### config.mk
export PLATFORM = sky130hd
export DESIGN_NAME = instr_encoder_flat
export DESIGN_NICKNAME = d
export VERILOG_FILES = /design/src/rtl/instr_encoder_if.sv /design/src/rtl/instr_encoder.sv /design/src/flat_wrapper.sv
export SDC_FILE = /design/constraint.sdc
export NUM_CORES = 1
export LEC_CHECK = 0
export ABC_AREA = 1
export BUFFER_PORTS_ARGS = -buffer_cell sky130_fd_sc_hd__buf_2
export CAP_MARGIN = 40
export CELL_PAD_IN_SITES_DETAIL_PLACEMENT = 0
export CELL_PAD_IN_SITES_GLOBAL_PLACEMENT = 1
export CORE_MARGIN = 2
export CORE_UTILIZATION = 33
export DETAILED_ROUTE_END_ITERATION = 8
export MAX_ROUTING_LAYER = met4
export PLACE_DENSITY = 0.89
export SLEW_MARGIN = 40
export SYNTH_ARGS = -nofsm -noshare
export SYNTH_HDL_FRONTEND = slang
export SYNTH_SLANG_ARGS = --single-unit
### constraint.sdc
create_clock -name clk -period 1.6 [get_ports clk]
set_input_delay 0.16 -clock clk [delete_from_list [all_inputs] [get_ports clk]]
set_output_delay 0.16 -clock clk [all_outputs]
set_load 0.02 [all_outputs]
### src/rtl/instr_encoder_if.sv
// instr_encoder_if: field-set input and encoded-word output handshakes of instr_encoder
interface instr_encoder_if #(
    parameter int ADDR_W = 8
);
    logic              in_valid;
    logic              in_ready;
    logic [2:0]        fmt;
    logic [6:0]        opcode;
    logic [4:0]        rd;
    logic [4:0]        rs1;
    logic [4:0]        rs2;
    logic [2:0]        funct3;
    logic [6:0]        funct7;
    logic [31:0]       imm;
    logic              out_valid;
    logic              out_ready;
    logic [31:0]       out_instr;
    logic [ADDR_W-1:0] out_addr;
    logic              err;
    logic [7:0]        err_cnt;
    logic              full;

    modport master (
        output in_valid, fmt, opcode, rd, rs1, rs2, funct3, funct7, imm, out_ready,
        input  in_ready, out_valid, out_instr, out_addr, err, err_cnt, full
    );

    modport slave (
        input  in_valid, fmt, opcode, rd, rs1, rs2, funct3, funct7, imm, out_ready,
        output in_ready, out_valid, out_instr, out_addr, err, err_cnt, full
    );
endinterface

### src/rtl/instr_encoder.sv
// instr_encoder: packs RISC-V R/I/S/B/U/J fields into a 32-bit word with a one-deep output register.
// Optional IMM_RANGE_CHECK_EN: reject immediates that do not fit their format (word becomes NOP, err set).
module instr_encoder #(
    parameter int ADDR_W = 8
) (
    input logic            clk,
    input logic            rst_n,
    input logic            clear,
    instr_encoder_if.slave bus
);
    typedef enum logic [1:0] {EMPTY, HOLD, FULL} state_t;

    localparam logic [31:0] NOP = 32'h0000_0013;

    state_t            state_q, state_d;
    logic [31:0]       instr_q, instr_d;
    logic [ADDR_W-1:0] addr_q, addr_d;
    logic [ADDR_W-1:0] ptr_q, ptr_d;
    logic              err_q, err_d;
    logic              full_q, full_d;
    logic [7:0]        cnt_q, cnt_d;
    logic [31:0]       word;
    logic              bad_fmt;
    logic              bad_imm;
    logic              out_valid;
    logic              accept;

    assign out_valid    = state_q == HOLD;
    assign bus.in_ready = rst_n & ~full_q & (~out_valid | bus.out_ready);
    // clear wins over a simultaneous accept, so the word is simply not taken
    assign accept       = bus.in_valid & bus.in_ready & ~clear;

    assign bus.out_valid = out_valid;
    assign bus.out_instr = instr_q;
    assign bus.out_addr  = addr_q;
    assign bus.err       = err_q;
    assign bus.err_cnt   = cnt_q;
    assign bus.full      = full_q;

    // Pack the presented fields according to fmt; unused fields are dropped
    always_comb begin
        word    = '0;
        bad_fmt = 1'b0;
        case (bus.fmt)
            3'd0: word = {bus.funct7, bus.rs2, bus.rs1, bus.funct3, bus.rd, bus.opcode};
            3'd1: word = {bus.imm[11:0], bus.rs1, bus.funct3, bus.rd, bus.opcode};
            3'd2: word = {bus.imm[11:5], bus.rs2, bus.rs1, bus.funct3, bus.imm[4:0], bus.opcode};
            3'd3: word = {bus.imm[12], bus.imm[10:5], bus.rs2, bus.rs1, bus.funct3,
                          bus.imm[4:1], bus.imm[11], bus.opcode};
            3'd4: word = {bus.imm[31:12], bus.rd, bus.opcode};
            3'd5: word = {bus.imm[20], bus.imm[10:1], bus.imm[11], bus.imm[19:12], bus.rd, bus.opcode};
            default: bad_fmt = 1'b1;
        endcase
    end

`ifdef IMM_RANGE_CHECK_EN
    // A signed value fits when all bits above the field's sign bit copy it
    always_comb begin
        bad_imm = 1'b0;
        case (bus.fmt)
            3'd1, 3'd2: bad_imm = ~(&bus.imm[31:11] | ~|bus.imm[31:11]);
            3'd3:       bad_imm = ~(&bus.imm[31:12] | ~|bus.imm[31:12]) | bus.imm[0];
            3'd4:       bad_imm = |bus.imm[11:0];
            3'd5:       bad_imm = ~(&bus.imm[31:20] | ~|bus.imm[31:20]) | bus.imm[0];
            default:    bad_imm = 1'b0;
        endcase
    end
`else
    assign bad_imm = 1'b0;
`endif

    // Next state: flush, accept (possibly with drain), or drain only
    always_comb begin
        state_d = state_q;
        instr_d = instr_q;
        addr_d  = addr_q;
        ptr_d   = ptr_q;
        err_d   = err_q;
        full_d  = full_q;
        cnt_d   = cnt_q;
        if (clear) begin
            state_d = EMPTY;
            instr_d = '0;
            addr_d  = '0;
            ptr_d   = '0;
            err_d   = 1'b0;
            full_d  = 1'b0;
        end else if (accept) begin
            state_d = HOLD;
            instr_d = (bad_fmt | bad_imm) ? NOP : word;
            addr_d  = ptr_q;
            ptr_d   = ptr_q + ADDR_W'(1);
            err_d   = bad_fmt | bad_imm;
            full_d  = full_q | (&ptr_q);
            cnt_d   = ((bad_fmt | bad_imm) & ~&cnt_q) ? cnt_q + 8'd1 : cnt_q;
        end else if (out_valid & bus.out_ready) begin
            state_d = full_q ? FULL : EMPTY;
        end
    end

    // State registers with synchronous active-low reset
    always_ff @(posedge clk) begin
        if (!rst_n) begin
            state_q <= EMPTY;
            instr_q <= '0;
            addr_q  <= '0;
            ptr_q   <= '0;
            err_q   <= 1'b0;
            full_q  <= 1'b0;
            cnt_q   <= '0;
        end else begin
            state_q <= state_d;
            instr_q <= instr_d;
            addr_q  <= addr_d;
            ptr_q   <= ptr_d;
            err_q   <= err_d;
            full_q  <= full_d;
            cnt_q   <= cnt_d;
        end
    end
endmodule
### src/flat_wrapper.sv
// flat-port wrapper written by rule: the top's interface ports become plain ports
module instr_encoder_flat 
#(
    parameter int ADDR_W = 8
)
  (clk, rst_n, clear, bus_in_valid, bus_fmt, bus_opcode, bus_rd, bus_rs1, bus_rs2, bus_funct3, bus_funct7, bus_imm, bus_out_ready, bus_in_ready, bus_out_valid, bus_out_instr, bus_out_addr, bus_err, bus_err_cnt, bus_full);
  instr_encoder_if #(.ADDR_W(ADDR_W)) bus_i ();
  input logic clk;
  input logic rst_n;
  input logic clear;
  input wire logic [$bits(bus_i.in_valid)-1:0] bus_in_valid;
  input wire logic [$bits(bus_i.fmt)-1:0] bus_fmt;
  input wire logic [$bits(bus_i.opcode)-1:0] bus_opcode;
  input wire logic [$bits(bus_i.rd)-1:0] bus_rd;
  input wire logic [$bits(bus_i.rs1)-1:0] bus_rs1;
  input wire logic [$bits(bus_i.rs2)-1:0] bus_rs2;
  input wire logic [$bits(bus_i.funct3)-1:0] bus_funct3;
  input wire logic [$bits(bus_i.funct7)-1:0] bus_funct7;
  input wire logic [$bits(bus_i.imm)-1:0] bus_imm;
  input wire logic [$bits(bus_i.out_ready)-1:0] bus_out_ready;
  output wire logic [$bits(bus_i.in_ready)-1:0] bus_in_ready;
  output wire logic [$bits(bus_i.out_valid)-1:0] bus_out_valid;
  output wire logic [$bits(bus_i.out_instr)-1:0] bus_out_instr;
  output wire logic [$bits(bus_i.out_addr)-1:0] bus_out_addr;
  output wire logic [$bits(bus_i.err)-1:0] bus_err;
  output wire logic [$bits(bus_i.err_cnt)-1:0] bus_err_cnt;
  output wire logic [$bits(bus_i.full)-1:0] bus_full;
  assign bus_i.in_valid = bus_in_valid;
  assign bus_i.fmt = bus_fmt;
  assign bus_i.opcode = bus_opcode;
  assign bus_i.rd = bus_rd;
  assign bus_i.rs1 = bus_rs1;
  assign bus_i.rs2 = bus_rs2;
  assign bus_i.funct3 = bus_funct3;
  assign bus_i.funct7 = bus_funct7;
  assign bus_i.imm = bus_imm;
  assign bus_i.out_ready = bus_out_ready;
  assign bus_in_ready = bus_i.in_ready;
  assign bus_out_valid = bus_i.out_valid;
  assign bus_out_instr = bus_i.out_instr;
  assign bus_out_addr = bus_i.out_addr;
  assign bus_err = bus_i.err;
  assign bus_err_cnt = bus_i.err_cnt;
  assign bus_full = bus_i.full;
  instr_encoder #(.ADDR_W(ADDR_W)) u_core (.clk(clk), .rst_n(rst_n), .clear(clear), .bus(bus_i));
endmodule
# Word-level counts from Yosys, hierarchy flattened
# Cells that the tools add are included.
# Widths: inputs -> output; s select.
# word_totals
register_bits	60
out_inout_bits	52
# classes
muxes	6
reduce_logical	9
addsub	2
eq_ne	6
n_bitwise	12
# ops
op	count
$pmux 32 s6	1
$mux 32	1
$add 8x1->8 const B	2
$reduce_and 8->1	2
$and 1x1->1	6
$eq 3x2->1 const B	2
$eq 3x3->1 const B	2
$reduce_or 6->1	1
$not 1->1	4
$eq 3x1->1 const B	1
$logic_not 3->1	1
$mux 1	3
$reduce_and 3->1	1
$reduce_or 3->1	1
$eq 2x1->1 const B	1
$mux 2	1
$or 1x1->1	2
$reduce_bool 2->1	1
$reduce_or 2->1	1
$logic_not 1->1	1

# Logic depth before layout (Yosys ltp)
# Gate-level depths: netlist (run 1).
# logic_depth
word_depth	7
mapped_depth	9
mapped_depth_nobuf	9

# Least setup slack after synthesis (run 1)
# No wires, ideal clock.
# synth_path
path_kind	reg-to-reg
startpoint	register u_core.cnt_q[0], in the netlist u_core.bus.err_cnt[0]
endpoint	register u_core.cnt_q[4], in the netlist u_core.bus.err_cnt[4]
arrival_ns	1.376
setup_time_ns	0.070
required_ns	1.530
path_stages_with_launch	10
setup_slack_ns	0.154
period_less_slack_ns	1.446
path_cell_list	dfxtp_1 -> ha_1 -> nand2_1 -> inv_1 -> nand2_2 -> nor2_4 -> inv_2 -> nand2_2 -> nand2_1 -> a21oi_1
# synth_via
elab_chain_len	4
word_cells_on_any_way	5
# synth_rtl
element	line	text
start, declared	instr_encoder.sv:21	logic [7:0] cnt_q, cnt_d;
start signal, assigned	instr_encoder.sv:118	cnt_q <= cnt_d;
parallel branches: the longest is 4 deep, another holds $add 8x1->8	--	
# Several ways; the timed one is not identified.
# A chain may end at the register's enable or synchronous reset.

# Final worst setup path (run 1)
# layout_path
startpoint	register u_core.cnt_q[0], in the netlist u_core.bus.err_cnt[0]
endpoint	register u_core.cnt_q[5], in the netlist u_core.bus.err_cnt[5]
# Same word-level chain as after synthesis.

==> impl_metrics.py, run 1 <==
metrics = {
    "timing": {
        "slew_viol_final": 0,
        "max_freq_mhz": 692,
        "final.hold.worst_slack_ns": 0.0272,
        "finalHoldViolCount": 0,
        "layout_min_cycle_time_ns": 1.45,
        "setup_ws_ns": 0.155,
        "worst_slew_pin_slew_ns": 0.333,
        "finalCritPeriodShare_pct": 90.3,
        "worst_clock_skew_ns": 0.00896,
        "setup_repair_after_global_routing_missed_its_margin": "no",
        "timing.slew.headroom_pct": 77.8,
        "final.setup.tns_ns": 0,
        "setup-violations-final": 0,
    },
    "power_and_ir_drop": {
        "total_power_mw": 3.14,
        "power.leakage_nw": 1.94,
        "max-vdd-ir-drop_mv": 0.313,
        "power-per-cell-area_mw_per_mm2": 818,
    },
    "cts": {
        "max-clock-path-buffers": 2,
        "cts_tree": "built",
        "cts_hold_buffers": 0,
        "htreeDepth": 3,
        "clkTransAtPathRegs_ns": 0.07,
        "cts_post_setup_buffers_inserted": 0,
        "clock_sinks": 60,
        "worst_skew_pair.late_latency_ns": 0.33,
        "cts_bufs_inserted": 9,
        "cts.root.buffer_cell": "sky130_fd_sc_hd__clkbuf_8",
    },
    "final_layout": {
        "final_area_sq_mm": 0.00384,
        "multiInputGateArea_sq_mm": 0.00147,
        "area_delta_synth_final_pct": 30.4,
        "fill_cells": 951,
        "seqCellArea_sq_mm": 0.00120,
        "layout.nets": 615,
        "finish.utilization_pct": 44.3,
        "final_cells": 653,
        "final_common_cell": "sky130_fd_sc_hd__nand2_1",
        "final_cell_mix": "sky130_fd_sc_hd__nand2_1, sky130_fd_sc_hd__buf_2, sky130_fd_sc_hd__dfxtp_1",
        "diodes": 0,
        "drive_gt1_share_pct": 31.4,
    },
    "floorplanning": {
        "die_height_um": 98.5,
        "core-area_sq_mm": 0.00868,
        "rows": 34,
        "die_width_um": 98.5,
        "fp.dieArea_sq_mm": 0.00970,
        "design.portCount": 124,
        "start_util_pct": 33.9,
    },
    "synth": {
        "synthesis.instances": 415,
        "netlist-cell-type-count": 34,
        "synthesized_area_per_cell_sq_um": 7.10,
        "synth-seq-area-share_pct": 40.8,
        "postSynthRegisterBits": 60,
        "ys_warn_count": 0,
        "syn_nets": 489,
        "netlist_area_sq_mm": 0.00295,
    },
    "status": {
        "status": "finished clean",
    },
    "worst_setup_path": {
        "cp.arrival_ns": 1.70,
        "critical_path_class": "reg -> reg",
        "critical_path.startpoint_type": "register",
        "cp_data_required_time_ns": 1.85,
        "crit_path_max_fanout": 6,
        "worst_setup_path_end_kind": "register",
    },
    "drt": {
        "drcViolationCount": 0,
        "detail-route-antenna-nets": 0,
        "finalWirelength_um": 8120,
        "vias_per_cell": 4.63,
        "drt_iter0_drc": 70,
        "first_pass_iters": 4,
        "detail_route.wl_per_cell_um": 12.4,
        "via_count": 3023,
    },
    "placed_design": {
        "number_of_port_buffers": 123,
        "dpl_worst_slack_ns": 0.137,
        "placed_cells_incl_taps": 638,
        "placed_standard_cell_area_sq_mm": 0.00366,
        "gpl.final_weighted_congestion": 0.788,
        "place_hpwl_um": 6120,
    },
    "grt": {
        "number_of_antenna_violations_at_the_first_check_in_global_routing": 0,
        "grt_pass1_wl_um": 14100,
        "largest_net_degree_at_the_start_of_global_routing": 41,
        "total_overflow_reported_by_the_global_router": 0,
        "grt_util_all_layers_pct": 18.2,
        "first_global_vias": 3083,
    },
    "job": {
        "cap_viol_max_count": 0,
    },
    "worst_hold_path": {
        "worstHoldPathType": "in -> reg",
    },
}
==> flip-flops by register name (all words and copies together) (netlist names) <==
name and flops:
u_core.bus.out_addr 8, u_core.bus.out_instr 32, u_core.state_q 2, u_core.bus.err_cnt 8, u_core.ptr_q 8, u_core.bus.full 1
u_core.bus.err 1
==> logic make-up (layout without fill, tap and decap cells) <==
kind of cell               Yosys count  in the layout  share of synthesized area, %
AOI/OAI and AO/OA                   67             67                          13.3
xor gates and xnor gates             3              3                         0.892
adders and majority gates            2              2                         0.849
buffers and inverters               61            191                          9.43
DFF                                 60             60                          40.8
and+or+nand+nor                    222            222                          34.8
==> cells in the mapped netlist (all sizes together) <==
library cell / n / area share (%)
o211ai: 3 / 0.76
clkbuf: 1 / 0.13
clkinv: 2 / 0.42
ha: 2 / 0.85
nor2: 30 / 5.9
nand3b: 2 / 0.51
o21ai: 29 / 4.9
nand4: 10 / 2.6
nand3: 20 / 4.0
nand2: 155 / 20
xor2: 3 / 0.89
and3: 1 / 0.21
inv: 45 / 5.7
dfxtp: 60 / 41
a22o: 12 / 3.6
buf: 13 / 3.1
a21oi: 22 / 3.7
o21bai: 1 / 0.25
nor3: 4 / 1.2
==> final timing paths <==
check | from | to | slack (ns) | cells past startpoint
worst max register to register | u_core.bus.err_cnt[0] | u_core.bus.err_cnt[5] | 0.15 | 9
worst min-delay path | bus_opcode[3] | u_core.bus.out_instr[3] | 0.03 | 3
worst max-delay path | u_core.bus.err_cnt[0] | u_core.bus.err_cnt[5] | 0.15 | 9
worst min register to register | u_core.bus.out_instr[6] | u_core.bus.out_instr[6] | 0.45 | 2
==> worst max-delay path: stages, from the launching register on <==
cell	delay, ns
sky130_fd_sc_hd__dfxtp_2	0.36
sky130_fd_sc_hd__ha_2	0.19
sky130_fd_sc_hd__nand2_1	0.08
sky130_fd_sc_hd__inv_1	0.09
sky130_fd_sc_hd__nand2_2	0.08
sky130_fd_sc_hd__nor2_4	0.18
sky130_fd_sc_hd__inv_2	0.05
sky130_fd_sc_hd__nand2_2	0.13
sky130_fd_sc_hd__nand2_1	0.07
sky130_fd_sc_hd__a21oi_1	0.14
==> power breakdown <==
group / internal, mW / total [mW] / switching [mW] / leakage [nW]
sequential: 1.52 / 1.54 / 0.0161 / 0.487
combinational: 0.150 / 0.383 / 0.233 / 1.37
clock: 0.632 / 1.22 / 0.587 / 0.0872
==> routing by layer <==
layer,vias up,share of wire (%),GRT usage [%]
met3,9,5.3,3.76
met4,0,1.4,7.17
met2,79,48,29.3
met1,1355,46,22.6
li1,1580,-,-
met5,-,0,-
==> timing repair <==
item | 4_1_cts | 5_1_grt
hold endpoints to repair | 0 | 0
endpoints found under the setup margin | 0 | 10
resized for setup | 0 | 5
==> cell type report <==
class / instances / share of cell area (%)
Timing Repair Buffer: 129 / 17.5
Sequential cell: 60 / 31.3
Multi-Input combinational cell: 294 / 38.2
Clock buffer: 11 / 3.94
Clock inverter: 4 / 0.651
Inverter: 47 / 4.79
Tap cell: 108 / 3.52
No activity file was read; power rests on OpenSTA's default activity.
==> inputs of run 2 (changes only) <==
- ABC_CLOCK_PERIOD_IN_PS: unset -> 1600
- SETUP_SLACK_MARGIN: unset -> 0.4
- SKIP_CTS_REPAIR_TIMING: unset -> 1
==> impl_metrics.py, run 2 (synthesis gave the netlist of run 1 again) <==
metrics = {
    "worst_setup_path": {
        "path_cells": "inv_2 -> nand3_4 -> nand3_4 -> inv_8 -> buf_4 -> clkbuf_16 -> nand2_1 -> nand2_1",
        "critical_path_class": "reg -> reg",
        "crit_path_top_delay_cell": "sky130_fd_sc_hd__dfxtp_2",
        "critical_path.max_stage_delay_ns": 0.34,
        "cp.arrival_ns": 1.56,
        "cp.buffers_inverters": 4,
        "cp_data_required_time_ns": 1.84,
        "crit_path_max_fanout": 5,
        "critical_path.startpoint_type": "register",
        "critical_path.top_delay_family": "simple AND/OR/NAND/NOR gates",
        "worst_setup_path_end_kind": "register",
    },
    "timing": {
        "setup_ws_ns": 0.279,
        "setup_repair_after_global_routing_missed_its_margin": "yes",
        "worst_clock_skew_ns": 0.0108,
        "timing.slew.headroom_pct": 72.1,
        "max_freq_mhz": 757,
        "finalCritPeriodShare_pct": 82.6,
        "slew_viol_final": 0,
        "worst_slew_pin_slew_ns": 0.416,
        "finalHoldViolCount": 0,
        "final.setup.tns_ns": 0,
        "layout_min_cycle_time_ns": 1.32,
        "setup-violations-final": 0,
    },
    "drt": {
        "vias_per_cell": 4.73,
        "finalWirelength_um": 8750,
        "drt_iter0_drc": 101,
        "detail-route-antenna-nets": 0,
        "drcViolationCount": 0,
        "via_count": 3166,
        "detail_route.wl_per_cell_um": 13.1,
        "first_pass_iters": 4,
    },
    "placed_design": {
        "place_hpwl_um": 6220,
        "number_of_port_buffers": 123,
        "gpl.final_weighted_congestion": 0.874,
        "dpl_worst_slack_ns": 0.133,
    },
    "cts": {
        "worst_skew_pair.late_latency_ns": 0.34,
        "cts_tree": "built",
        "clock_sinks": 60,
        "cts_bufs_inserted": 9,
        "clkTransAtPathRegs_ns": 0.08,
        "htreeDepth": 3,
        "cts.root.buffer_cell": "sky130_fd_sc_hd__clkbuf_8",
        "max-clock-path-buffers": 2,
    },
    "grt": {
        "first_global_vias": 2917,
        "largest_net_degree_at_the_start_of_global_routing": 32,
        "total_overflow_reported_by_the_global_router": 0,
        "number_of_antenna_violations_at_the_first_check_in_global_routing": 0,
        "grt_pass1_wl_um": 13300,
        "grt_util_all_layers_pct": 17.3,
    },
    "final_layout": {
        "area_delta_synth_final_pct": 46.2,
        "drive_gt1_share_pct": 40.0,
        "seqCellArea_sq_mm": 0.00122,
        "finish.utilization_pct": 49.6,
        "diodes": 0,
        "final_cell_mix": "sky130_fd_sc_hd__nand2_1, sky130_fd_sc_hd__buf_2, sky130_fd_sc_hd__dfxtp_1",
        "final_common_cell": "sky130_fd_sc_hd__nand2_1",
        "layout.nets": 631,
        "number_of_flip_flops_under_the_largest_register_name": 32,
        "multiInputGateArea_sq_mm": 0.00167,
        "fill_cells": 907,
    },
    "job": {
        "cap_viol_max_count": 0,
    },
    "floorplanning": {
        "core-area_sq_mm": 0.00868,
        "die_width_um": 98.5,
        "die_height_um": 98.5,
        "design.portCount": 124,
        "fp.dieArea_sq_mm": 0.00970,
        "rows": 34,
        "start_util_pct": 33.9,
    },
    "worst_hold_path": {
        "worstHoldPathType": "in -> reg",
    },
    "power_and_ir_drop": {
        "power.leakage_nw": 2.14,
        "power-per-cell-area_mw_per_mm2": 807,
        "max-vdd-ir-drop_mv": 0.355,
    },
    "status": {
        "status": "finished clean",
    },
}
[run 2: area by class of cell]
| cell class | count | share of cell area (%) |
|---|---|---|
| Clock buffer | 10 | 2.96 |
| Clock inverter | 6 | 2.06 |
| Inverter | 47 | 4.68 |
| Multi-Input combinational cell | 296 | 38.8 |
| Sequential cell | 60 | 28.4 |
| Tap cell | 108 | 3.14 |
| Timing Repair Buffer | 141 | 19.6 |
| Timing Repair inverter | 2 | 0.407 |
[run 2: path summary, 6_finish.rpt]
path	start	endpoint	slack, ns	depth (start not counted)
worst max-delay path	u_core.state_q[1]	u_core.bus.out_instr[20]	0.28	8
worst min register to register	u_core.bus.out_instr[6]	u_core.bus.out_instr[6]	0.45	2
worst min-delay path	bus_opcode[6]	u_core.bus.out_instr[6]	0.02	3
worst max register to register	u_core.state_q[1]	u_core.bus.out_instr[20]	0.28	8
[run 2: power by group]
| part | internal (mW) | switching [mW] | leakage, nW |
|---|---|---|---|
| Clock | 0.876 | 0.614 | 0.102 |
| Sequential | 1.52 | 0.0189 | 0.491 |
| Combinational | 0.183 | 0.264 | 1.55 |
[run 2: worst min-delay path, cell delays in order]
cell and delay [ns]:
sky130_fd_sc_hd__buf_2 0.08, sky130_fd_sc_hd__nand2_1 0.05, sky130_fd_sc_hd__nand2_1 0.05
[run 2: per-stage QoR]
step	total power, mW	hold slack, ns	cells	area (sq um)
floorplan	1.79	0.270	415	2980
global route	3.61	0.0340	670	4310
CTS	3.43	0.0161	654	3910
global placement	1.96	0.365	638	3690
detailed placement	1.96	0.374	638	3690
finish	3.47	0.0246	670	4310
[run 2: layer usage]
layer	vias to the layer above	wire [um]	global-route usage (%)
met5	-	0	-
met4	0	87	5.69
met3	11	532	4.04
met2	104	4140	28.0
met1	1425	3990	21.3
li1	1626	-	-
==> inputs of run 3 (changes only) <==
- ABC_AREA: 1 -> 0
- ABC_CLOCK_PERIOD_IN_PS: 1600 -> 1250
- PLACE_DENSITY: 0.89 -> 0.88
- clock period: 1.6 -> 1.25 ns (I/O delays scaled with it)
==> impl_metrics.py, run 3 <==
metrics = {
    "synth": {
        "yosys.area_share.adder_pct": 0.930,
        "cell_types_with_the_largest_area_share_after_synthesis": "sky130_fd_sc_hd__dfxtp_1, sky130_fd_sc_hd__a22o_1, sky130_fd_sc_hd__a22oi_1, sky130_fd_sc_hd__a21oi_1, sky130_fd_sc_hd__nand2_1",
        "synthesized_area_per_cell_sq_um": 8.97,
        "synth.cells.most_frequent": "sky130_fd_sc_hd__dfxtp_1, sky130_fd_sc_hd__a21oi_1, sky130_fd_sc_hd__nand2_1, sky130_fd_sc_hd__nor2_1, sky130_fd_sc_hd__a22oi_1",
        "yosys-mux-area-fraction_pct": 3.58,
        "synth-seq-area-share_pct": 44.7,
        "yosys.area.top_type": "sky130_fd_sc_hd__dfxtp_1",
        "netlist-cell-type-count": 43,
        "ys_warn_count": 0,
        "synthesis.instances": 300,
        "postSynthRegisterBits": 60,
        "synth_top_family_by_area": "compound AO/OA/AOI/OAI gates",
        "synth_compound_area_share_pct": 26.3,
        "dominantRegCellSynth": "sky130_fd_sc_hd__dfxtp_1",
        "synth.top_cell.area_share_pct": 44.7,
        "yosys.area_share.xor_xnor_pct": 0.977,
        "netlist_area_sq_mm": 0.00269,
        "synth_simple_gate_area_share_pct": 20.0,
        "syn_nets": 374,
        "async_reset_ff_share_pct": 0,
        "yosys.cell_count.top_type": "sky130_fd_sc_hd__dfxtp_1",
        "synth_edf_count": 0,
    },
    "grt": {
        "grt_util_all_layers_pct": 19.9,
        "largest_net_degree_at_the_start_of_global_routing": 20,
        "grt_pass1_wl_um": 13300,
        "number_of_antenna_violations_at_the_first_check_in_global_routing": 0,
        "total_overflow_reported_by_the_global_router": 0,
        "first_global_vias": 2746,
    },
    "worst_setup_path": {
        "r2r_end": "u_core.bus.err_cnt[7]",
        "critical_path.top_delay_family": "simple AND/OR/NAND/NOR gates",
        "cp.buffers_inverters": 1,
        "worstSetupStartpoint": "u_core.bus.full",
        "ff2ff_setup_slack_ns": -0.45,
        "crit_path_max_fanout": 5,
        "critical_path.max_stage_delay_ns": 0.42,
        "cp.arrival_ns": 1.93,
        "ff2ff_path_depth": 5,
        "crit_path_top_delay_cell": "sky130_fd_sc_hd__or3_4",
        "cp_data_required_time_ns": 1.47,
        "path_cells": "nand4bb_4 -> or3_4 -> buf_4 -> o31ai_1 -> a21oi_1",
        "worst_setup_path_end_kind": "register",
        "critical_path_class": "reg -> reg",
        "critical_path.startpoint_type": "register",
        "reg2reg_from": "u_core.bus.full",
    },
    "cts": {
        "clock_sinks": 60,
        "htreeDepth": 3,
        "cts.root.buffer_cell": "sky130_fd_sc_hd__clkbuf_8",
        "cts_bufs_inserted": 9,
        "cts_tree": "built",
        "clkTransAtPathRegs_ns": 0.07,
        "max-clock-path-buffers": 2,
        "worst_skew_pair.late_latency_ns": 0.34,
    },
    "timing": {
        "worst_clock_skew_ns": 0.00609,
        "setup_ws_ns": -0.452,
        "finalCritPeriodShare_pct": 136,
        "final.hold.worst_slack_ns": 0.00832,
        "layout_min_cycle_time_ns": 1.70,
        "setup_repair_after_global_routing_missed_its_margin": "yes",
        "slew_viol_final": 0,
        "worst_slew_pin_slew_ns": 0.829,
        "max_freq_mhz": 587,
        "timing.slew.headroom_pct": 44.6,
        "setup-violations-final": 61,
        "finalHoldViolCount": 0,
    },
    "placed_design": {
        "place_hpwl_um": 6520,
        "placed_standard_cell_area_sq_mm": 0.00380,
        "gpl.final_weighted_congestion": 0.875,
        "number_of_port_buffers": 123,
    },
    "drt": {
        "drcViolationCount": 0,
        "vias_per_cell": 5.30,
        "drt_iter0_drc": 168,
        "first_pass_iters": 4,
        "via_count": 3237,
        "detail-route-antenna-nets": 0,
        "finalWirelength_um": 10600,
        "detail_route.wl_per_cell_um": 17.3,
    },
    "worst_hold_path": {
        "min_delay_worst_endpoint": "u_core.bus.out_instr[2]",
        "holdPathStages": 2,
        "worstHoldPathType": "in -> reg",
        "hp-start": "bus_opcode[2]",
    },
    "final_layout": {
        "area_delta_synth_final_pct": 92.0,
        "finish.utilization_pct": 66.2,
        "diodes": 0,
        "fill_cells": 592,
        "drive_gt1_share_pct": 66.6,
        "layout.nets": 578,
        "final_common_cell": "sky130_fd_sc_hd__buf_2",
        "final_area_sq_mm": 0.00516,
        "number_of_flip_flops_under_the_largest_register_name": 32,
        "final_cell_mix": "sky130_fd_sc_hd__buf_2, sky130_fd_sc_hd__buf_6, sky130_fd_sc_hd__buf_4",
    },
    "floorplanning": {
        "core-area_sq_mm": 0.00781,
        "rows": 32,
        "die_height_um": 94.3,
        "design.portCount": 124,
        "die_width_um": 94.3,
        "fp.dieArea_sq_mm": 0.00889,
        "start_util_pct": 34.5,
    },
    "status": {
        "failed_checks": "negative setup slack",
        "status": "complete, but fails checks",
    },
    "power_and_ir_drop": {
        "power.leakage_nw": 2.16,
        "total_power_mw": 4.56,
        "power-per-cell-area_mw_per_mm2": 883,
        "max-vdd-ir-drop_mv": 0.645,
    },
    "job": {
        "cap_viol_max_count": 0,
    },
}
[run 3: worst reg2reg max path: cells and delay by family (launching register included)]
kind / cells / cell delay [ns]
AO/OA/AOI/OAI: 2 / 0.43
buffers and inverters: 1 / 0.17
flip-flops: 1 / 0.36
AND/OR/NAND/NOR: 2 / 0.61
[run 3: through the flow]
stage	std cells	worst slack (ns)	TNS (ns)
after global placement	562	-0.647	-16.04
after CTS	578	-0.732	-18.58
after floorplan	300	-0.527	-13.69
after global routing	611	-0.528	-20.72
final	611	-0.452	-16.60
after detailed placement	562	-0.698	-17.31
[run 3: area by class of cell]
type	instances	area [sq um]	share of cell area [%]
clock buffers	12	155	3.00
clock inverters	4	47.5	0.921
inverters	4	15.0	0.291
multi-input cells	217	1790	34.6
flip-flops and latches	60	1270	24.5
well taps	102	128	2.47
repair buffers	212	1760	34.1
[run 3: logic make-up after synthesis]
logic type	count (synthesis)
buf+inv	23
fa+ha+maj	2
flops	60
simple gates	103
xor+xnor	3
compound gates	101
mux	8
[run 3: routing by layer]
metal	share of wire, %	vias to the layer above	global-route usage, %
met5	0	-	-
met4	1.5	0	7.00
met3	7.2	15	5.14
met2	50	136	31.0
met1	42	1539	25.2
li1	-	1547	-
[run 3: worst max path at each step]
stage,cells past startpoint,endpoint
floorplan,6,u_core.bus.err_cnt[5]
global placement,5,u_core.bus.out_instr[2]
detailed placement,5,u_core.bus.out_instr[3]
CTS,5,u_core.bus.out_instr[3]
global route,5,u_core.bus.err_cnt[7]
finish,5,u_core.bus.err_cnt[7]
[run 3: where the power goes]
group,switching [mW],leakage (nW),internal [mW]
registers,0.0276,0.510,1.95
clock network,0.762,0.102,1.02
logic,0.387,1.55,0.413
total,1.18,2.16,3.38
